--- config.mk ---
export PLATFORM = sky130hd
export DESIGN_NAME = display_scanner
export DESIGN_NICKNAME = d
export VERILOG_FILES = /design/src/rtl/display_scanner.sv
export SDC_FILE = /design/constraint.sdc
export NUM_CORES = 1
export LEC_CHECK = 0
export ABC_CLOCK_PERIOD_IN_PS = 3700
export CAP_MARGIN = 20
export CORE_AREA = 2 2 94 96
export CTS_BUF_LIST = sky130_fd_sc_hd__clkbuf_8
export CTS_CLUSTER_SIZE = 28
export DETAILED_ROUTE_END_ITERATION = 10
export DIE_AREA = 0 0 96 98
export GPL_ROUTABILITY_DRIVEN = 0
export HOLD_SLACK_MARGIN = 0.06
export MAX_ROUTING_LAYER = met4
export PLACE_DENSITY_LB_ADDON = 0.1
export SLEW_MARGIN = 25
export SYNTH_ARGS = -nofsm -noshare
export SYNTH_HDL_FRONTEND = slang
export SYNTH_SLANG_ARGS = --single-unit
--- constraint.sdc ---
create_clock -name src_clk -period 3.7 [get_ports src_clk]
set_input_delay 1.11 -clock src_clk [delete_from_list [all_inputs] [get_ports src_clk]]
set_output_delay 1.11 -clock src_clk [all_outputs]
set_load 0.02 [all_outputs]
--- src/rtl/display_scanner.sv ---
// display_scanner: time-multiplexed 4-digit seven-segment scan controller with
// frame-synchronous double buffering, leading-zero suppression and digit blinking.
module display_scanner #(
    parameter int REFRESH_DIV  = 100000,
    parameter int BLINK_FRAMES = 125
) (
    input  logic        src_clk,
    input  logic        src_rst,
    input  logic [15:0] value,
    input  logic [3:0]  dp_mask,
    input  logic        load,
    input  logic        lz_en,
    input  logic        blink_en,
    input  logic [3:0]  blink_mask,
    output logic [1:0]  select,
    output logic [3:0]  digit_val,
    output logic        dp,
    output logic        blank,
    output logic        frame_start,
    output logic        pending
);
    localparam int CW = $clog2(REFRESH_DIV);
    localparam int FW = BLINK_FRAMES > 1 ? $clog2(BLINK_FRAMES) : 1;

    logic [CW-1:0] cnt_q, cnt_d;
    logic [1:0]    sel_q, sel_d;
    logic [15:0]   act_val_q, act_val_d, sh_val_q, sh_val_d;
    logic [3:0]    act_dp_q, act_dp_d, sh_dp_q, sh_dp_d;
    logic          pend_q, pend_d;
    logic [FW-1:0] fc_q, fc_d;
    logic          phase_q, phase_d;
    logic [3:0]    digit_val_q, digit_val_d;
    logic          dp_q, dp_d, blank_q, blank_d, fs_q, fs_d;
    logic          tick, wrap, fc_end;
    logic          z3, z2, z1;
    logic [3:0]    sup;

    always_comb begin
        tick        = cnt_q == CW'(REFRESH_DIV - 1);
        wrap        = tick && sel_q == 2'd3;
        fc_end      = fc_q == FW'(BLINK_FRAMES - 1);
        cnt_d       = tick ? '0 : cnt_q + 1'b1;
        sel_d       = tick ? sel_q + 2'd1 : sel_q;
        sh_val_d    = load ? value : sh_val_q;
        sh_dp_d     = load ? dp_mask : sh_dp_q;
        // a load coinciding with the wrap bypasses the shadow entirely
        act_val_d   = (wrap && load) ? value : (wrap && pend_q) ? sh_val_q : act_val_q;
        act_dp_d    = (wrap && load) ? dp_mask : (wrap && pend_q) ? sh_dp_q : act_dp_q;
        pend_d      = wrap ? 1'b0 : load ? 1'b1 : pend_q;
        fc_d        = wrap ? (fc_end ? '0 : fc_q + 1'b1) : fc_q;
        phase_d     = (wrap && fc_end) ? ~phase_q : phase_q;
        z3          = act_val_d[15:12] == 4'h0;
        z2          = act_val_d[11:8] == 4'h0;
        z1          = act_val_d[7:4] == 4'h0;
        sup         = {lz_en & z3, lz_en & z3 & z2, lz_en & z3 & z2 & z1, 1'b0};
        blank_d     = tick ? (sup[sel_d] | (blink_en & blink_mask[sel_d] & phase_d)) : blank_q;
        digit_val_d = tick ? act_val_d[4*sel_d +: 4] : digit_val_q;
        dp_d        = tick ? (act_dp_d[sel_d] & ~blank_d) : dp_q;
        fs_d        = wrap;
    end

    always_ff @(posedge src_clk) begin
        if (src_rst) begin
            cnt_q       <= '0;
            sel_q       <= '0;
            act_val_q   <= '0;
            act_dp_q    <= '0;
            sh_val_q    <= '0;
            sh_dp_q     <= '0;
            pend_q      <= 1'b0;
            fc_q        <= '0;
            phase_q     <= 1'b0;
            digit_val_q <= '0;
            dp_q        <= 1'b0;
            blank_q     <= 1'b0;
            fs_q        <= 1'b0;
        end else begin
            cnt_q       <= cnt_d;
            sel_q       <= sel_d;
            act_val_q   <= act_val_d;
            act_dp_q    <= act_dp_d;
            sh_val_q    <= sh_val_d;
            sh_dp_q     <= sh_dp_d;
            pend_q      <= pend_d;
            fc_q        <= fc_d;
            phase_q     <= phase_d;
            digit_val_q <= digit_val_d;
            dp_q        <= dp_d;
            blank_q     <= blank_d;
            fs_q        <= fs_d;
        end
    end

    assign select      = sel_q;
    assign digit_val   = digit_val_q;
    assign dp          = dp_q;
    assign blank       = blank_q;
    assign frame_start = fs_q;
    assign pending     = pend_q;
endmodule

==> key figures <==
Yosys
  – Gate count after technology mapping: 412
  – Unique cell type count in the Yosys netlist: 69
  – Share of async-settable or async-resettable flops after synthesis: 0
  – Main synth FF type: dfxtp_1
  – YS warnings: 0
  – Largest area contributor in the netlist: dfxtp_1
  – Number of register bits inferred by synthesis: 75
  – Mapped Avg Cell Area: 8.859 um2
  – Most frequently used cell type in the post-synthesis netlist: dfxtp_1
  – Post-Synthesis Cell Area: 3650 um2
  – Leading post-synthesis cells by instance count: dfxtp_1 (75), nor2_1 (68), nand2_1 (32)
  – Number of synthesized flops with an enable pin: 0
  – Synthesized Nets: 445
  – Post-synthesis sequential area ratio: 0.4114
  – Post-synth top area share: 0.4114
  – Top cells by area, synth: dfxtp_1 (41%), nor2_1 (7.0%), mux2i_1 (6.3%)

Floorplan
  – Height of the die: 98 um
  – Initial Utilization: 0.4311
  – Top-level I/O count: 39
  – Die Wd: 96 um
  – Number of standard-cell rows in the floorplan: 34
  – Standard cell core area: 8466 um2
  – Area enclosed by the die boundary: 9408 um2

Pwr
  – Power per standard cell area: 364.0 nW/um2
  – Static leakage: 1.662 nW
  – Peak VDD IR: 0.1831 mV
  – Power consumption: 1.575 mW

Detailed routing
  – Average detailed-routed wire length per instance: 16.48 um
  – First-pass iteration count of the detailed router: 4
  – Detailed router's first-iteration violation count: 148
  – Vias: 3103
  – Final routed DRC violation total: 0
  – Via density per instance: 5.482
  – Routed WL: 9325 um
  – Remaining antenna violation count after routing: 0

Clock tree
  – Maximum buffer depth of the clock tree: 2
  – Number of CTS-inserted buffers: 9
  – Clock tree from TritonCTS: built
  – Skew-Pair Late Insertion Delay: 0.35 ns
  – Number of H-tree branching levels: 3
  – Post-CTS Hold Fix Bufs: 0
  – Clock input transition at the sequential cells of the worst setup and hold paths: 0.08 ns
  – Post-CTS setup-driven buffer insertion count: 0
  – Cts repair resizes: 0
  – Clock sink total: 75
  – Clk Tree Root Cell: clkbuf_8

Place
  – Half-perimeter wire length after placement: 6664 um
  – Count of buffers from port buffering: 38
  – Post-place instance area: 4133 um2

Setup path
  – Worst r2r path cells: 8
  – Arrival time worst endpoint: 3.29 ns
  – Worst Setup Start Kind: input port
  – Setup slack of the worst register-to-register path: 0.85 ns
  – Category of the critical setup timing path: input port to flip-flop
  – Crit-path max FO: 8
  – Crit. End Element: flip-flop
  – Worst R2R End: blank$_SDFF_PP0_
  – Data required time of the worst path: 3.95 ns
  – RR Startpoint: cnt_q[0]$_SDFF_PP0_

Flow run
  – Count of maximum capacitance violations: 0

Outcome
  – Result of the run: finished, final reports clean

Finish
  – Post-layout net count: 486
  – Relative area change from synthesis to final layout: 18.55%
  – Antenna cell count: 0
  – Area of all placed cells without fillers: 4327 um2
  – Share of final-layout standard cells stronger than drive strength 1: 0.1092

GRT
  – First-pass GRT wire length: 15150 um
  – Number of global-route vias before repair: 3014
  – Pin count of the biggest net entering global routing: 40
  – Grt total ovfl: 0
  – Number of antenna violations at the first check in global routing: 0
  – Overall global routing resource usage: 0.2158

Timing
  – Remaining max-slew budget at the tightest pin: 0.5201
  – Unrepaired setup endpoints after global routing: no
  – Skew final: 0.01292 ns
  – Actual slew at the worst max-slew pin: 0.7199 ns
  – Setup TNS after final layout: 0 ns
  – Final Hold Viols: 0
  – Final Cycle Share: 0.8204
  – Total setup violations reported at the end of the flow: 0
  – Time the final worst path needs with I/O delays and setup: 3.036 ns
  – F_max: 329.4 MHz
  – Final slew viol count: 0

Min path
  – Class of the tightest hold or removal check: flip-flop to flip-flop
  – Worst-case hold path end point: cnt_q[0]$_SDFF_PP0_
  – Hold Path Stages: 1
  – Hold wc startpoint: cnt_q[0]$_SDFF_PP0_
cell usage in the layout, fill, tap and decap left out, types with 8 or more instances in the layout:
| master | n |
|---|---|
| nand4_1 | 8 |
| nand2_1 | 32 |
| nor3_1 | 8 |
| a21oi_1 | 12 |
| clkbuf_8 | 10 |
| clkdlybuf4s50_1 | 37 |
| mux2i_1 | 23 |
| o22ai_1 | 11 |
| a211oi_1 | 8 |
| buf_4 | 17 |
| inv_1 | 10 |
| dfxtp_1 | 75 |
| xor2_1 | 16 |
| nand3_1 | 14 |
| o21ai_0 | 8 |
| nor2_1 | 68 |
registers in the layout, indices dropped and copies added, names as in the netlist, 2 cells and up:
name,count
select,2
act_dp_q,4
sh_dp_q,4
fc_q,7
cnt_q,17
digit_val,4
sh_val_q,16
act_val_q,16
how the worst max path moves through the flow:
| stage | slack (ns) | startpoint | endpoint |
|---|---|---|---|
| 2_1_floorplan | 0.91 | load | blank$_SDFF_PP0_ |
| 3_3_place_gp | 0.36 | load | blank$_SDFF_PP0_ |
| 3_5_place_dp | 0.29 | load | blank$_SDFF_PP0_ |
| 4_1_cts | 0.65 | load | blank$_SDFF_PP0_ |
| 5_1_grt | 0.59 | load | blank$_SDFF_PP0_ |
| 6_report | 0.66 | load | blank$_SDFF_PP0_ |
area by class of cell:
class	instances	area, um2
multi-input cells	303	1959
inverters	9	33.78
flip-flops and latches	75	1501
well taps	108	135.1
fillers	830	4139
clock inverters	6	56.30
clock buffers	10	137.6
repair buffers	55	503.0
critical path, stage by stage:
cell	delay [ns]
clkdlybuf4s50_1	0.59
nand2b_1	0.37
o22ai_1	0.21
a31oi_1	0.20
a211oi_1	0.07
a211o_2	0.31
o211a_1	0.15
o31a_1	0.27
report_power, final:
group	total (mW)	internal [mW]	switching, mW
Sequential	0.834	0.823	0.0109
Combinational	0.109	0.0553	0.0537
Clock	0.632	0.324	0.308
Total	1.58	1.20	0.372
through the flow:
stage                 util  std cells  setup slack, ns  hold WS (ns)
floorplan                -        412           0.9090        0.4130
global placement    0.4882        550           0.3577        0.4255
detailed placement  0.4882        550           0.2875        0.4314
CTS                 0.5111        566           0.6529        0.4423
global route        0.5111        566           0.5858        0.4734
finish              0.5111        566           0.6643        0.4384
metal layers:
metal,track usage,share of wire,vias up
met2,0.3152,0.45,70
met3,0.04552,0.052,10
met1,0.2988,0.48,1478
li1,-,-,1545
met4,0.06593,0.018,0
met5,-,0,-
logic make-up after synthesis:
| family | count (synthesis) | synth area share |
|---|---|---|
| buffers and inverters | 34 | 0.05176 |
| muxes | 25 | 0.07233 |
| DFF | 75 | 0.4114 |
| adders and majority gates | 4 | 0.01371 |
| and+or+nand+nor | 173 | 0.2475 |
| AOI/OAI and AO/OA | 80 | 0.1529 |
| xor gates and xnor gates | 21 | 0.05039 |
(Power assumes the default switching activity.)
